===== src/rtl/cigar_run_encoder_if.sv =====
//------------------------------------------------------------------------------
// cigar_run_encoder_if : word-in / op-out valid-ready bundle of the CIGAR encoder
// Revision 1.0
//------------------------------------------------------------------------------
`default_nettype none

interface cigar_run_encoder_if #(
  parameter int LEN_W = 12
) ();
  logic             in_valid;
  logic             in_ready;
  logic [63:0]      in_data;
  logic             op_valid;
  logic             op_ready;
  logic [1:0]       op_code;
  logic [LEN_W-1:0] op_len;
  logic             op_last;

  // master: word producer plus op consumer; slave: the encoder
  modport master (
    output in_valid, in_data, op_ready,
    input  in_ready, op_valid, op_code, op_len, op_last
  );

  modport slave (
    input  in_valid, in_data, op_ready,
    output in_ready, op_valid, op_code, op_len, op_last
  );
endinterface

`default_nettype wire


===== src/rtl/cigar_run_encoder.sv =====
//------------------------------------------------------------------------------
// cigar_run_encoder : packed 2-bit traceback pointers -> run-length (code, len) ops
// Revision 1.0
//------------------------------------------------------------------------------
`default_nettype none

module cigar_run_encoder #(
  parameter int MAX_WORDS = 64,
  parameter int LEN_W     = 12
) (
  input  wire logic          clk,
  input  wire logic          rst_n,
  input  wire logic          start_i,
  output logic               busy_o,
  output logic               done_o,
  output logic               overflow_o,
  output logic [6:0]         word_count_o,
  cigar_run_encoder_if.slave bus
);

  typedef enum logic [2:0] {
    S_IDLE  = 3'd0,
    S_FETCH = 3'd1,
    S_SCAN  = 3'd2,
    S_EMIT  = 3'd3,
    S_DONE  = 3'd4
  } state_t;

  localparam logic [1:0]       C_NONE      = 2'b00;
  localparam logic [LEN_W-1:0] C_LEN_MAX   = '1;
  localparam logic [LEN_W-1:0] C_LEN_ONE   = LEN_W'(1);
  localparam logic [6:0]       C_MAX_WORDS = 7'(MAX_WORDS);

  state_t           state_q;
  state_t           next_q;
  logic [63:0]      shreg_q;
  logic [4:0]       ptr_idx_q;
  logic [1:0]       cur_code_q;
  logic [LEN_W-1:0] run_len_q;
  logic             flush_pend_q;
  logic [6:0]       word_count_q;
  logic             busy_q;
  logic             done_q;
  logic             overflow_q;
  logic             in_ready_q;
  logic             op_valid_q;
  logic [1:0]       op_code_q;
  logic [LEN_W-1:0] op_len_q;
  logic             op_last_q;

  logic [1:0] scan_ptr;
  logic       run_extend;
  logic       word_end;
  logic       last_word;

  assign scan_ptr   = shreg_q[63:62];
  assign run_extend = (scan_ptr == cur_code_q) && (run_len_q != C_LEN_MAX);
  assign word_end   = (ptr_idx_q == 5'd31);
  assign last_word  = (word_count_q == C_MAX_WORDS);

  always_ff @(posedge clk or negedge rst_n) begin
    if (!rst_n) begin
      state_q      <= S_IDLE;
      next_q       <= S_IDLE;
      shreg_q      <= '0;
      ptr_idx_q    <= '0;
      cur_code_q   <= C_NONE;
      run_len_q    <= '0;
      flush_pend_q <= 1'b0;
      word_count_q <= '0;
      busy_q       <= 1'b0;
      done_q       <= 1'b0;
      overflow_q   <= 1'b0;
      in_ready_q   <= 1'b0;
      op_valid_q   <= 1'b0;
      op_code_q    <= C_NONE;
      op_len_q     <= '0;
      op_last_q    <= 1'b0;
    end else begin
      case (state_q)
        S_IDLE, S_DONE: begin
          if (start_i) begin
            state_q      <= S_FETCH;
            busy_q       <= 1'b1;
            done_q       <= 1'b0;
            overflow_q   <= 1'b0;
            in_ready_q   <= 1'b1;
            word_count_q <= '0;
            run_len_q    <= '0;
            cur_code_q   <= C_NONE;
            flush_pend_q <= 1'b0;
          end
        end

        S_FETCH: begin
          if (bus.in_valid) begin
            shreg_q      <= bus.in_data;
            ptr_idx_q    <= '0;
            word_count_q <= word_count_q + 7'd1;
            in_ready_q   <= 1'b0;
            state_q      <= S_SCAN;
          end
        end

        S_SCAN: begin
          shreg_q   <= {shreg_q[61:0], 2'b00};
          ptr_idx_q <= ptr_idx_q + 5'd1;
          if (scan_ptr == C_NONE) begin
            // Terminator: flush whatever is pending; an empty job yields (NONE, 0)
            op_code_q  <= (run_len_q == '0) ? C_NONE : cur_code_q;
            op_len_q   <= run_len_q;
            op_last_q  <= 1'b1;
            op_valid_q <= 1'b1;
            next_q     <= S_DONE;
            state_q    <= S_EMIT;
          end else if (run_extend) begin
            run_len_q <= run_len_q + C_LEN_ONE;
            if (word_end) begin
              if (last_word) begin
                op_code_q  <= cur_code_q;
                op_len_q   <= run_len_q + C_LEN_ONE;
                op_last_q  <= 1'b1;
                op_valid_q <= 1'b1;
                overflow_q <= 1'b1;
                next_q     <= S_DONE;
                state_q    <= S_EMIT;
              end else begin
                in_ready_q <= 1'b1;
                state_q    <= S_FETCH;
              end
            end
          end else begin
            cur_code_q <= scan_ptr;
            run_len_q  <= C_LEN_ONE;
            if (run_len_q != '0) begin
              op_code_q  <= cur_code_q;
              op_len_q   <= run_len_q;
              op_last_q  <= 1'b0;
              op_valid_q <= 1'b1;
              state_q    <= S_EMIT;
              // Differing pointer on the last slot of the last word: the new
              // one-pointer run still needs its own final op after this one.
              if (word_end && last_word) begin
                flush_pend_q <= 1'b1;
                next_q       <= S_DONE;
              end else begin
                next_q <= word_end ? S_FETCH : S_SCAN;
              end
            end else if (word_end) begin
              if (last_word) begin
                op_code_q  <= scan_ptr;
                op_len_q   <= C_LEN_ONE;
                op_last_q  <= 1'b1;
                op_valid_q <= 1'b1;
                overflow_q <= 1'b1;
                next_q     <= S_DONE;
                state_q    <= S_EMIT;
              end else begin
                in_ready_q <= 1'b1;
                state_q    <= S_FETCH;
              end
            end
          end
        end

        S_EMIT: begin
          if (bus.op_ready) begin
            if (flush_pend_q) begin
              op_code_q    <= cur_code_q;
              op_len_q     <= run_len_q;
              op_last_q    <= 1'b1;
              overflow_q   <= 1'b1;
              flush_pend_q <= 1'b0;
            end else begin
              op_valid_q <= 1'b0;
              state_q    <= next_q;
              if (next_q == S_FETCH) begin
                in_ready_q <= 1'b1;
              end
              if (next_q == S_DONE) begin
                done_q <= 1'b1;
                busy_q <= 1'b0;
              end
            end
          end
        end

        default: begin
          state_q <= S_IDLE;
        end
      endcase
    end
  end

  assign busy_o       = busy_q;
  assign done_o       = done_q;
  assign overflow_o   = overflow_q;
  assign word_count_o = word_count_q;
  assign bus.in_ready = in_ready_q;
  assign bus.op_valid = op_valid_q;
  assign bus.op_code  = op_code_q;
  assign bus.op_len   = op_len_q;
  assign bus.op_last  = op_last_q;

endmodule

`default_nettype wire

===== src/flat_wrapper.sv =====
// flat-port wrapper written by rule: the top's interface ports become plain ports
module cigar_run_encoder_flat 
#(
  parameter int MAX_WORDS = 64,
  parameter int LEN_W     = 12
)
  (clk, rst_n, start_i, busy_o, done_o, overflow_o, word_count_o, bus_in_valid, bus_in_data, bus_op_ready, bus_in_ready, bus_op_valid, bus_op_code, bus_op_len, bus_op_last);
  cigar_run_encoder_if #(.LEN_W(LEN_W)) bus_i ();
  input  wire logic clk;
  input  wire logic rst_n;
  input  wire logic start_i;
  output logic busy_o;
  output logic done_o;
  output logic overflow_o;
  output logic [6:0] word_count_o;
  input wire logic [$bits(bus_i.in_valid)-1:0] bus_in_valid;
  input wire logic [$bits(bus_i.in_data)-1:0] bus_in_data;
  input wire logic [$bits(bus_i.op_ready)-1:0] bus_op_ready;
  output wire logic [$bits(bus_i.in_ready)-1:0] bus_in_ready;
  output wire logic [$bits(bus_i.op_valid)-1:0] bus_op_valid;
  output wire logic [$bits(bus_i.op_code)-1:0] bus_op_code;
  output wire logic [$bits(bus_i.op_len)-1:0] bus_op_len;
  output wire logic [$bits(bus_i.op_last)-1:0] bus_op_last;
  assign bus_i.in_valid = bus_in_valid;
  assign bus_i.in_data = bus_in_data;
  assign bus_i.op_ready = bus_op_ready;
  assign bus_in_ready = bus_i.in_ready;
  assign bus_op_valid = bus_i.op_valid;
  assign bus_op_code = bus_i.op_code;
  assign bus_op_len = bus_i.op_len;
  assign bus_op_last = bus_i.op_last;
  cigar_run_encoder #(.MAX_WORDS(MAX_WORDS), .LEN_W(LEN_W)) u_core (.clk(clk), .rst_n(rst_n), .start_i(start_i), .busy_o(busy_o), .done_o(done_o), .overflow_o(overflow_o), .word_count_o(word_count_o), .bus(bus_i));
endmodule

===== config.mk =====
export PLATFORM = sky130hd
export DESIGN_NAME = cigar_run_encoder_flat
export DESIGN_NICKNAME = d
export VERILOG_FILES = /design/src/rtl/cigar_run_encoder_if.sv /design/src/rtl/cigar_run_encoder.sv /design/src/flat_wrapper.sv
export SDC_FILE = /design/constraint.sdc
export NUM_CORES = 1
export LEC_CHECK = 0
export BUFFER_PORTS_ARGS = -buffer_cell sky130_fd_sc_hd__buf_2
export CORE_MARGIN = 3
export CORE_UTILIZATION = 25
export CTS_CLUSTER_SIZE = 10
export DETAILED_ROUTE_END_ITERATION = 10
export SYNTH_ARGS = -nofsm -noshare
export SYNTH_HDL_FRONTEND = slang
export SYNTH_SLANG_ARGS = --single-unit

===== constraint.sdc =====
create_clock -name clk -period 2.15 [get_ports clk]
set_input_delay 0.3225 -clock clk [delete_from_list [all_inputs] [get_ports clk]]
set_output_delay 0.3225 -clock clk [all_outputs]
set_load 0.03 [all_outputs]

==> out/summary.txt, run 1 <==
Layout cell share with drive strength beyond 1 -> 0.280
Post-Synth Adder-Cell Area -> 0.0155
FP Rows -> 54
Fillers -> 2317
Initial core utilization -> 0.257
Yosys cell types -> 55
Flop-to-flop setup slack -> 0.08 ns
RD Place Congestion -> 0.875
Pwr dens -> 1500 nW/um^2
Total core area -> 22000 um^2
Logic pwr share -> 0.433
Simple-Gate Fraction of Synth Area -> 0.204
Slew Limit Fails -> 0
Main flop type after synthesis -> dfrtp_1
Worst Tran Pin Value -> 0.662 ns
Placed Instance Area -> 6690 um^2
Worst Path Required -> 2.46 ns
Overall via count from detail_route -> 5042
Register share of total power -> 0.324
Num CTS Buffers -> 17
CP Data Arrival Time -> 2.38 ns
Design Power -> 11.0 mW
Ant. Diodes -> 0
Root Driver -> clkbuf_16
Initial antenna violation count -> 1
Die area -> 24500 um^2
Synth Cell Area -> 5670 um^2
Yosys Warn Count -> 0
Sequential area share after synthesis -> 0.517
Clk sinks -> 117
Hold Path Class -> in -> reg
Final Cell Area -> 7350 um^2
Status -> finished clean
Clock Path Buffers -> 2
Clk network pwr share -> 0.243
Async S/R FF share, synth -> 1.00
Drt pass-1 iters -> 5
Hold slack -> 0.116 ns
Met2 routed WL -> 7.91 mm
Kind of critical path -> reg -> reg
Multi-input combinational cell area -> 2600 um^2
Routed WL -> 16.2 mm
P_int -> 6.42 mW
Final worst path period need -> 2.07 ns
CP Capture Type -> flop
Hpwl dp -> 11.2 mm
# DRC -> 0
Fin Setup TNS -> 0 ns
Switching share of power -> 0.416
First-pass GRT wire length -> 26.1 mm
Vias per cell -> 4.96
IO Count -> 96
Worst-case vdd ir drop -> 687 uV
Routed met1 length -> 6.97 mm
Post-synthesis net count -> 682
Core Util, Final -> 0.334
Register area -> 2930 um^2
WL/cell -> 15.9 um
Largest net degree at the start of global routing -> 56
Port buffer count -> 95
Worst Skew -> 0.00947 ns
DP Cell Count -> 979
H-tree depth -> 4
Initial drt markers -> 316
EDFF count, synth -> 0
Non-Filler Instances -> 1017
Xor-xnor portion of the synthesized cell area -> 0.0170
Setup ws final -> 0.0784 ns
Max_cap viols -> 0
ANT nets after route -> 0
Area delta synth->final -> 29.7%
CTS tree -> yes
Multiplexer area fraction after synthesis -> 0.0311
LEAKAGE -> 3.22 nW
Crit Path Max Fanout -> 7
Synth area leader -> dfrtp_1
Slew headroom -> 0.557
Pre-CTS WS -> 0.0618 ns
Top-area cell type share of the netlist area -> 0.517
Compound-Gate Fraction of Synth Area -> 0.175
Top area cells in the synthesized netlist -> dfrtp_1 (52%), nor2_1 (9.3%), o22ai_1 (7.1%), o21ai_0 (2.6%), nand3_1 (2.1%)
Peak Freq -> 483 MHz
Final #Nets -> 800
Vias in the first global route -> 4972
Chip Height -> 157 um
Worst-skew pair later-pin latency -> 0.43 ns
Global route overflow -> 0
GRT Total Usage -> 0.135
Met3 WL -> 1.01 mm
NetSw -> 4.57 mW
Final Setup Violations -> 0
Period utilisation layout -> 0.964
Critical Path Start Type -> flop
Final hold vios -> 0
Highest routed layer -> met5
DIE WIDTH -> 157 um
Syn Area/Cell -> 9.35 um^2
Synth Instances -> 606
Yosys reg bits -> 117
CTS clk-pin slew, worst paths -> 0.06 ns
Main combinational cell family by area after synthesis -> simple AND/OR/NAND/NOR gates
-- placed cells by master (no fill, tap or decap), drive strengths merged, types with 7 or more instances in the layout --
cell type and n:
nor2 142, buf 137, dfrtp 117, o22ai 64
o21ai 30, nand2 27, nand3 25, inv 19
clkbuf 18, a21oi 12, mux2 11, nor3 10
nand4 8, a22o 8, or3 7, a31oi 7
ha 7, nor4 7
-- logic make-up after synthesis --
| logic type | count (synthesis) |
|---|---|
| DFF | 117 |
| buffers and inverters | 54 |
| muxes | 14 |
| AOI/OAI and AO/OA | 152 |
| xor gates and xnor gates | 11 |
| adders and majority gates | 7 |
| and+or+nand+nor | 251 |
-- final cells by class --
type                       count  area share
multi-input combinational    436       0.353
sequential                   117       0.399
clock inverter                14      0.0163
inverter                      14     0.00715
clock buffer                  18      0.0584
tap                          280      0.0477
timing repair buffer         138       0.118
-- synth_stat cells, types with 8 or more instances --
| master | count |
|---|---|
| nand4_1 | 8 |
| clkbuf_1 | 26 |
| nand3_1 | 24 |
| dfrtp_1 | 117 |
| a21oi_1 | 12 |
| nor2_1 | 141 |
| a22o_1 | 8 |
| inv_1 | 13 |
| nand2_1 | 27 |
| o21ai_0 | 30 |
| o22ai_1 | 64 |
| nor3_1 | 10 |
-- path summary, 6_finish.rpt --
path,from,to,cells after the start
worst max-delay path,u_core.ptr_idx_q[0],u_core.bus.op_len[2],7
worst max register to register,u_core.ptr_idx_q[0],u_core.bus.op_len[2],7
max in group asynchronous,rst_n,u_core.bus.op_len[7],3
worst min-delay path,bus_in_data[0],u_core.shreg_q[0],2
min in group asynchronous,rst_n,u_core.state_q[1],2
worst min register to register,u_core.busy_o,u_core.busy_o,2
-- power by group through the flow --
stage / registers, mW / clock network, mW / logic, mW
2_1_floorplan: 3.69 / 0 / 3.06
3_3_place_gp: 3.58 / 0 / 4.56
3_5_place_dp: 3.60 / 0 / 4.66
4_1_cts: 3.57 / 2.74 / 4.67
5_1_grt: 3.68 / 2.82 / 5.33
6_report: 3.57 / 2.66 / 4.76
-- worst max-delay path, cell delays in order, from the launching register on --
cell and delay, ns:
dfrtp_1 0.38, ha_1 0.19, and3_4 0.19, ha_2 0.20, nand3_2 0.12, a31oi_4 0.26, and2_4 0.26, mux2_2 0.35
-- what timing repair did --
action,in CTS,in global routing
setup endpoints to repair,0,22
hold endpoints to repair,36,0
buffers inserted,0,4
resized for setup,0,15
hold buffers,1,0
-- state kept, by name, indices dropped and copies added, names as in the netlist --
register             count
u_core.busy_o            1
u_core.shreg_q          64
u_core.bus.op_code       2
u_core.next_q            3
u_core.bus.in_ready      1
u_core.bus.op_valid      1
u_core.cur_code_q        2
u_core.overflow_o        1
u_core.done_o            1
u_core.flush_pend_q      1
u_core.word_count_o      7
u_core.run_len_q        12
u_core.ptr_idx_q         5
u_core.bus.op_len       12
u_core.bus.op_last       1
u_core.state_q           3
-- metal layers --
layer,vias to the layer above,GRT usage
met3,25,0.0420
met2,137,0.218
met5,-,0
met4,2,0.0546
met1,2449,0.168
li1,2429,-
No activity file was read; power rests on OpenSTA's default activity.
==> run 2, diff against run 1 <==
==> constraint.sdc (replaced) <==
create_clock -name clk -period 1.9 [get_ports clk]
set_input_delay 0.285 -clock clk [delete_from_list [all_inputs] [get_ports clk]]
set_output_delay 0.285 -clock clk [all_outputs]
set_load 0.03 [all_outputs]
==> run 2 against run 1 <==
Compared with the run above:
- the run now ends with negative setup slack left
- register-to-register slack lost 0.20 ns
- maximum frequency grew 2.3%
- final area grew 7.5%
- combinational power increased by 29%
- die area is the same
- critical path depth is 2 lower
- critical path type unchanged
==> out/summary.txt, run 2 (synthesis results as in run 1) <==
Global route overflow -> 0 (unchanged)
Initial core utilization -> 0.257 (unchanged)
Multi-input combinational cell area -> 2790 um^2 (was 2600 um^2)
Hpwl dp -> 11.3 mm (was 11.2 mm)
Kind of critical path -> reg -> reg (unchanged)
Hold Path Class -> in -> reg (unchanged)
Violated checks -> negative setup slack
Fillers -> 2254 (was 2317)
Overall via count from detail_route -> 5205 (was 5042)
FP Rows -> 54 (unchanged)
Slew headroom -> 0.635 (was 0.557)
Final #Nets -> 842 (was 800)
DIE WIDTH -> 157 um (unchanged)
Final worst path period need -> 2.03 ns (was 2.07 ns)
Setup ws final -> -0.125 ns (was 0.0784 ns)
Routed WL -> 16.8 mm (was 16.2 mm)
Layout cell share with drive strength beyond 1 -> 0.356 (was 0.280)
Die area -> 24500 um^2 (unchanged)
WL/cell -> 15.9 um (about the same)
Commonest cells after routing, fill and taps aside -> nor2_1 (138), dfrtp_1 (109), buf_2 (94), buf_4 (75), o22ai_1 (64) (was nor2_1 (140), dfrtp_1 (113), buf_2 (94), o22ai_1 (64), buf_4 (38))
NetSw -> 5.35 mW (was 4.57 mW)
Initial antenna violation count -> 2 (was 1)
CP Data Arrival Time -> 2.32 ns (was 2.38 ns)
Drt pass-1 iters -> 5 (unchanged)
H-tree depth -> 4 (unchanged)
Logic pwr share -> 0.460 (was 0.433)
Crit Path Max Fanout -> 7 (unchanged)
ANT nets after route -> 0 (unchanged)
Largest Register -> u_core.shreg_q (unchanged)
Clock Path Buffers -> 2 (unchanged)
First-pass GRT wire length -> 27.3 mm (was 26.1 mm)
Worst Tran Pin Value -> 0.547 ns (was 0.662 ns)
Status -> finished with violations (was finished clean)
Register area -> 2940 um^2 (was 2930 um^2)
Max_cap viols -> 0 (unchanged)
IO Count -> 96 (unchanged)
Period utilisation layout -> 1.07 (was 0.964)
Pre-CTS WS -> -0.120 ns (was 0.0618 ns)
Peak Freq -> 494 MHz (was 483 MHz)
Ant. Diodes -> 0 (unchanged)
GRT Total Usage -> 0.140 (was 0.135)
Register share of total power -> 0.306 (was 0.324)
Final Cell Area -> 7900 um^2 (was 7350 um^2)
Critical Path Start Type -> flop (unchanged)
CTS clk-pin slew, worst paths -> 0.06 ns (about the same)
CP Capture Type -> flop (unchanged)
Vias in the first global route -> 5335 (was 4972)
Num CTS Buffers -> 17 (unchanged)
Chip Height -> 157 um (unchanged)
CTS tree -> yes (unchanged)
Pwr dens -> 1700 nW/um^2 (was 1500 nW/um^2)
Worst Path Required -> 2.19 ns (was 2.46 ns)
Vias per cell -> 4.92 (was 4.96)
LEAKAGE -> 3.47 nW (was 3.22 nW)
Initial drt markers -> 339 (was 316)
Largest net degree at the start of global routing -> 67 (was 56)
Clk network pwr share -> 0.234 (was 0.243)
Commonest non-fill, non-tap cell in the layout -> nor2_1 (unchanged)
P_int -> 8.05 mW (was 6.42 mW)
Worst-skew pair later-pin latency -> 0.41 ns (was 0.43 ns)
Final Setup Violations -> 14 (was 0)
Placed Instance Area -> 6970 um^2 (was 6690 um^2)
Clk sinks -> 117 (unchanged)
Total core area -> 22000 um^2 (unchanged)
# DRC -> 0 (unchanged)
Worst-case vdd ir drop -> 756 uV (was 687 uV)
Max FFs per register -> 64 (unchanged)
RD Place Congestion -> 0.846 (was 0.875)
Final hold vios -> 0 (unchanged)
RSZ-0062 raised after global routing -> yes
Switching share of power -> 0.399 (was 0.416)
Area delta synth->final -> 39.4% (was 29.7%)
Slew Limit Fails -> 0 (unchanged)
Port buffer count -> 95 (unchanged)
Root Driver -> clkbuf_16 (unchanged)
Worst Skew -> 0.00810 ns (was 0.00947 ns)
run 2: cell types whose count changed in the layout (fill, tap and decap cells not counted), sizes merged:
cell / delta
buf: +42
inv: -4
bufinv: +2
clkbuf: +2
clkinv: -1
run 2: final timing paths:
| kind | startpoint | to | slack (ns) | cells past startpoint |
|---|---|---|---|---|
| max in group asynchronous | rst_n | u_core.shreg_q[63] | 0.92 | 3 |
| min reg2reg | u_core.done_o | u_core.done_o | 0.48 | 2 |
| max reg2reg | u_core.run_len_q[9] | u_core.bus.op_len[0] | -0.13 | 5 |
| min | bus_in_data[1] | u_core.shreg_q[1] | 0.09 | 2 |
| max | u_core.run_len_q[9] | u_core.bus.op_len[0] | -0.13 | 5 |
| min in group asynchronous | rst_n | u_core.state_q[1] | 0.35 | 2 |
run 2: per-layer routing:
layer  global-route usage  part of all wire  up-vias
li1                     -                 -     2512
met1                0.173              0.42     2494
met2                0.226              0.48      163
met3               0.0525             0.072       32
met4               0.0479             0.019        4
met5                    0            0.0016        -
run 2: power by group through the flow:
stage	sequential, mW	clock, mW	combinational (mW)
detailed placement	4.07	0	5.65
CTS	4.07	3.24	5.99
global placement	4.07	0	5.54
floorplan	4.17	0	3.48
finish	4.10	3.14	6.16
global route	4.23	3.34	6.84
run 2: per-stage QoR:
| stage | utilization | power [mW] | TNS [ns] | hold WS [ns] | instances |
|---|---|---|---|---|---|
| floorplan | - | 7.65 | -1.73 | -0.0106 | 606 |
| global placement | 0.317 | 9.61 | -0.725 | 0.242 | 1015 |
| detailed placement | 0.317 | 9.72 | -1.73 | 0.241 | 1015 |
| CTS | 0.351 | 13.3 | -0.690 | 0.0680 | 1054 |
| global route | 0.359 | 14.4 | -1.83 | 0.0921 | 1058 |
| finish | 0.359 | 13.4 | -1.18 | 0.0910 | 1058 |
run 2: cell type report:
class | instances | share of cell area
Timing Repair Buffer | 180 | 0.152
Clock buffer | 20 | 0.0565
Inverter | 14 | 0.00665
Tap cell | 280 | 0.0443
Multi-Input combinational cell | 436 | 0.353
Sequential cell | 117 | 0.372
Clock inverter | 11 | 0.0162
run 2: worst max-delay path, cell delays in order, from the launching register on:
cell and delay [ns]:
dfrtp_1 0.41, nor3_1 0.45, and3_4 0.36, a31oi_4 0.12, and2_4 0.24, mux2_4 0.31
run 2: timing repair:
action,in CTS,in global routing
endpoints found under the setup margin,29,71
pin swaps,9,16
gates cloned,1,0
resized for setup,34,35
setup buffers,6,5
hold endpoints to repair,24,0
hold buffers,1,0
==> run 3, diff against run 2 <==
--- a/config.mk
+++ b/config.mk
@@ -5,6 +5,7 @@
 export SDC_FILE = /design/constraint.sdc
 export NUM_CORES = 1
 export LEC_CHECK = 0
+export ABC_AREA = 1
 export BUFFER_PORTS_ARGS = -buffer_cell sky130_fd_sc_hd__buf_2
 export CORE_MARGIN = 3
 export CORE_UTILIZATION = 25
==> run 3 against run 2 <==
Compared with the run above:
- the run now ends clean
- sequential cell count stayed put
- clock power increased by 16%
- worst setup slack better by 0.24 ns
- die area rose by 0.61%
- count of clock-buffer cells in the layout stayed put
- maximum frequency up 14%
- critical path type unchanged
- largest power group unchanged
==> out/summary.txt, run 3 <==
GRT Total Usage -> 0.130 (was 0.140)
Fin Setup TNS -> 0 ns (was -1.18 ns)
Chip Height -> 157 um (about the same)
Overall via count from detail_route -> 5259 (was 5205)
Max_cap viols -> 0 (unchanged)
Drt pass-1 iters -> 4 (was 5)
Critical Path Start Type -> flop (unchanged)
Initial drt markers -> 269 (was 339)
Clock Path Buffers -> 2 (unchanged)
Worst path top cell family by delay -> simple AND/OR/NAND/NOR gates (unchanged)
Setup ws final -> 0.118 ns (was -0.125 ns)
Vias per cell -> 4.63 (was 4.92)
Root Driver -> clkbuf_16 (unchanged)
Initial core utilization -> 0.258 (was 0.257)
CP peak stage delay -> 0.40 ns (was 0.45 ns)
Slew Limit Fails -> 0 (unchanged)
Worst Tran Pin Value -> 0.394 ns (was 0.547 ns)
Initial antenna violation count -> 3 (was 2)
ANT nets after route -> 0 (unchanged)
H-tree depth -> 4 (unchanged)
Area delta synth->final -> 31.7% (was 39.4%)
First-pass GRT wire length -> 25.8 mm (was 27.3 mm)
Hold Path Class -> in -> reg (unchanged)
Sequential area share after synthesis -> 0.513 (was 0.517)
Yosys cell types -> 26 (was 55)
Worst-case vdd ir drop -> 690 uV (was 756 uV)
Largest net degree at the start of global routing -> 63 (was 67)
Final #Nets -> 917 (was 842)
Syn Area/Cell -> 7.91 um^2 (was 9.35 um^2)
LEAKAGE -> 3.57 nW (was 3.47 nW)
Vias in the first global route -> 5160 (was 5335)
Final hold vios -> 0 (unchanged)
Routed WL -> 15.8 mm (was 16.8 mm)
Worst-skew pair later-pin latency -> 0.41 ns (about the same)
Critical-path cell list -> ha_2, nand2_2, nor2_4, nand3_2, nand2_4, buf_4, nor2_4, buf_12, buf_4, nand2_1, nand2_1, nand2_1, nand2_1 (was nor3_1, and3_4, a31oi_4, and2_4, mux2_4)
Synth Cell Area -> 5700 um^2 (was 5670 um^2)
Total core area -> 22100 um^2 (was 22000 um^2)
Top-count cell post-synth -> nor2_1 (unchanged)
Layout cell share with drive strength beyond 1 -> 0.240 (was 0.356)
Kind of critical path -> reg -> reg (unchanged)
Clk sinks -> 117 (unchanged)
CTS clk-pin slew, worst paths -> 0.06 ns (about the same)
RD Place Congestion -> 0.869 (was 0.846)
CP dominant cell by count -> nand2_1
Top area cells in the synthesized netlist -> dfrtp_1 (51%), nor2_1 (10%), nand2_1 (10%), o22ai_1 (7.1%), o21ai_0 (3.2%) (was dfrtp_1 (52%), nor2_1 (9.3%), o22ai_1 (7.1%), o21ai_0 (2.6%), nand3_1 (2.1%))
Status -> finished clean (was finished with violations)
Port buffer count -> 95 (unchanged)
EDFF count, synth -> 0 (unchanged)
Worst Skew -> 0.0105 ns (was 0.00810 ns)
IO Count -> 96 (unchanged)
Pwr dens -> 1680 nW/um^2 (was 1700 nW/um^2)
Num CTS Buffers -> 17 (unchanged)
Post-synthesis net count -> 797 (was 682)
Slew headroom -> 0.737 (was 0.635)
CP Data Arrival Time -> 2.08 ns (was 2.32 ns)
Final worst path period need -> 1.78 ns (was 2.03 ns)
Slowest-stage cell, CP -> dfrtp_1 (was nor3_1)
Die area -> 24700 um^2 (was 24500 um^2)
WL/cell -> 13.9 um (was 15.9 um)
Peak Freq -> 561 MHz (was 494 MHz)
Final Setup Violations -> 0 (was 14)
# DRC -> 0 (unchanged)
FP Rows -> 54 (unchanged)
Worst Path Required -> 2.20 ns (was 2.19 ns)
Top-area cell type share of the netlist area -> 0.513 (was 0.517)
Synth Instances -> 721 (was 606)
Yosys Warn Count -> 0 (unchanged)
Largest Register -> u_core.shreg_q (unchanged)
Yosys reg bits -> 117 (unchanged)
Crit Path Max Fanout -> 5 (was 7)
Hpwl dp -> 11.1 mm (was 11.3 mm)
Async S/R FF share, synth -> 1.00 (unchanged)
Max FFs per register -> 64 (unchanged)
Main flop type after synthesis -> dfrtp_1 (unchanged)
Period utilisation layout -> 0.938 (was 1.07)
Commonest cells after routing, fill and taps aside -> nor2_1 (154), nand2_1 (148), dfrtp_1 (117), buf_2 (95), o22ai_1 (65) (was nor2_1 (138), dfrtp_1 (109), buf_2 (94), buf_4 (75), o22ai_1 (64))
DIE WIDTH -> 157 um (about the same)
Hold slack -> 0.106 ns (was 0.0910 ns)
Buf/Inv on CP -> 3 (was 0)
CP Capture Type -> flop (unchanged)
CTS tree -> yes (unchanged)
Synth area leader -> dfrtp_1 (unchanged)
Global route overflow -> 0 (unchanged)
Pre-CTS WS -> 0.0638 ns (was -0.120 ns)
Commonest non-fill, non-tap cell in the layout -> nor2_1 (unchanged)
Post-synth top cells -> nor2_1 (159), nand2_1 (154), dfrtp_1 (117), o22ai_1 (65), inv_1 (42) (was nor2_1 (141), dfrtp_1 (117), o22ai_1 (64), o21ai_0 (30), nand2_1 (27))
[run 3: cell count changes after synthesis, sizes merged, moves of 10 or more]
cell    before  now
clkbuf      26   10
nor2       142  167
nand3       25   35
o21ai       30   45
nand2       27  158
mux2        11    0
inv         13   57
[run 3: cell type report]
| class | instances | area [um^2] |
|---|---|---|
| Multi-Input combinational cell | 520 | 2500 |
| Sequential cell | 117 | 2930 |
| Timing Repair Buffer | 128 | 843 |
| Inverter | 57 | 219 |
| Fill cell | 2271 | 14600 |
| Clock inverter | 12 | 199 |
| Tap cell | 280 | 350 |
| Clock buffer | 20 | 467 |
| Antenna cell | 2 | 5.00 |
[run 3: where the power goes]
part / internal, mW / switching (mW) / total, mW / leakage [nW]
sequential: 3.43 / 0.553 / 3.98 / 1.41
combinational: 1.82 / 3.16 / 4.98 / 1.84
clock: 2.43 / 1.19 / 3.63 / 0.326
[run 3: cell families after synthesis]
logic type                 after synthesis  synth area share
xor gates and xnor gates                 3           0.00461
and+or+nand+nor                        381             0.276
AOI/OAI and AO/OA                      129             0.130
buffers and inverters                   84            0.0606
adders and majority gates                7            0.0154
DFF                                    117             0.513
[run 3: worst paths after layout]
kind | from | cells after the start | slack [ns] | endpoint
worst max register to register | u_core.run_len_q[0] | 13 | 0.12 | u_core.bus.op_len[4]
worst min register to register | u_core.busy_o | 2 | 0.47 | u_core.busy_o
worst min-delay path | bus_in_data[1] | 2 | 0.11 | u_core.shreg_q[1]
min in group asynchronous | rst_n | 2 | 0.36 | u_core.run_len_q[3]
worst max-delay path | u_core.run_len_q[0] | 13 | 0.12 | u_core.bus.op_len[4]
max in group asynchronous | rst_n | 3 | 0.97 | u_core.shreg_q[7]
[run 3: what timing repair did]
action / in CTS / in global routing
buffers inserted: 0 / 4
gates resized for setup: 0 / 24
endpoints found under the setup margin: 0 / 29
endpoints found under the hold margin: 18 / 0
hold buffers: 1 / 0
[run 3: routing by layer]
metal  GRT usage  up-vias  routed length, um
li1            -     2637                  -
met1       0.168     2460               7060
met2       0.202      132               7350
met3      0.0445       26               1070
met4      0.0471        4                308
met5           0        -                 21
[run 3: through the flow]
| stage | cell area (um^2) | util | cells | power [mW] |
|---|---|---|---|---|
| after detailed placement | 6690 | 0.303 | 1096 | 8.77 |
| after global placement | 6690 | 0.303 | 1096 | 8.69 |
| final | 7510 | 0.340 | 1136 | 12.6 |
| after floorplan | 5700 | - | 721 | 7.16 |
| after CTS | 7370 | 0.334 | 1129 | 12.5 |
| after global routing | 7510 | 0.340 | 1135 | 13.5 |
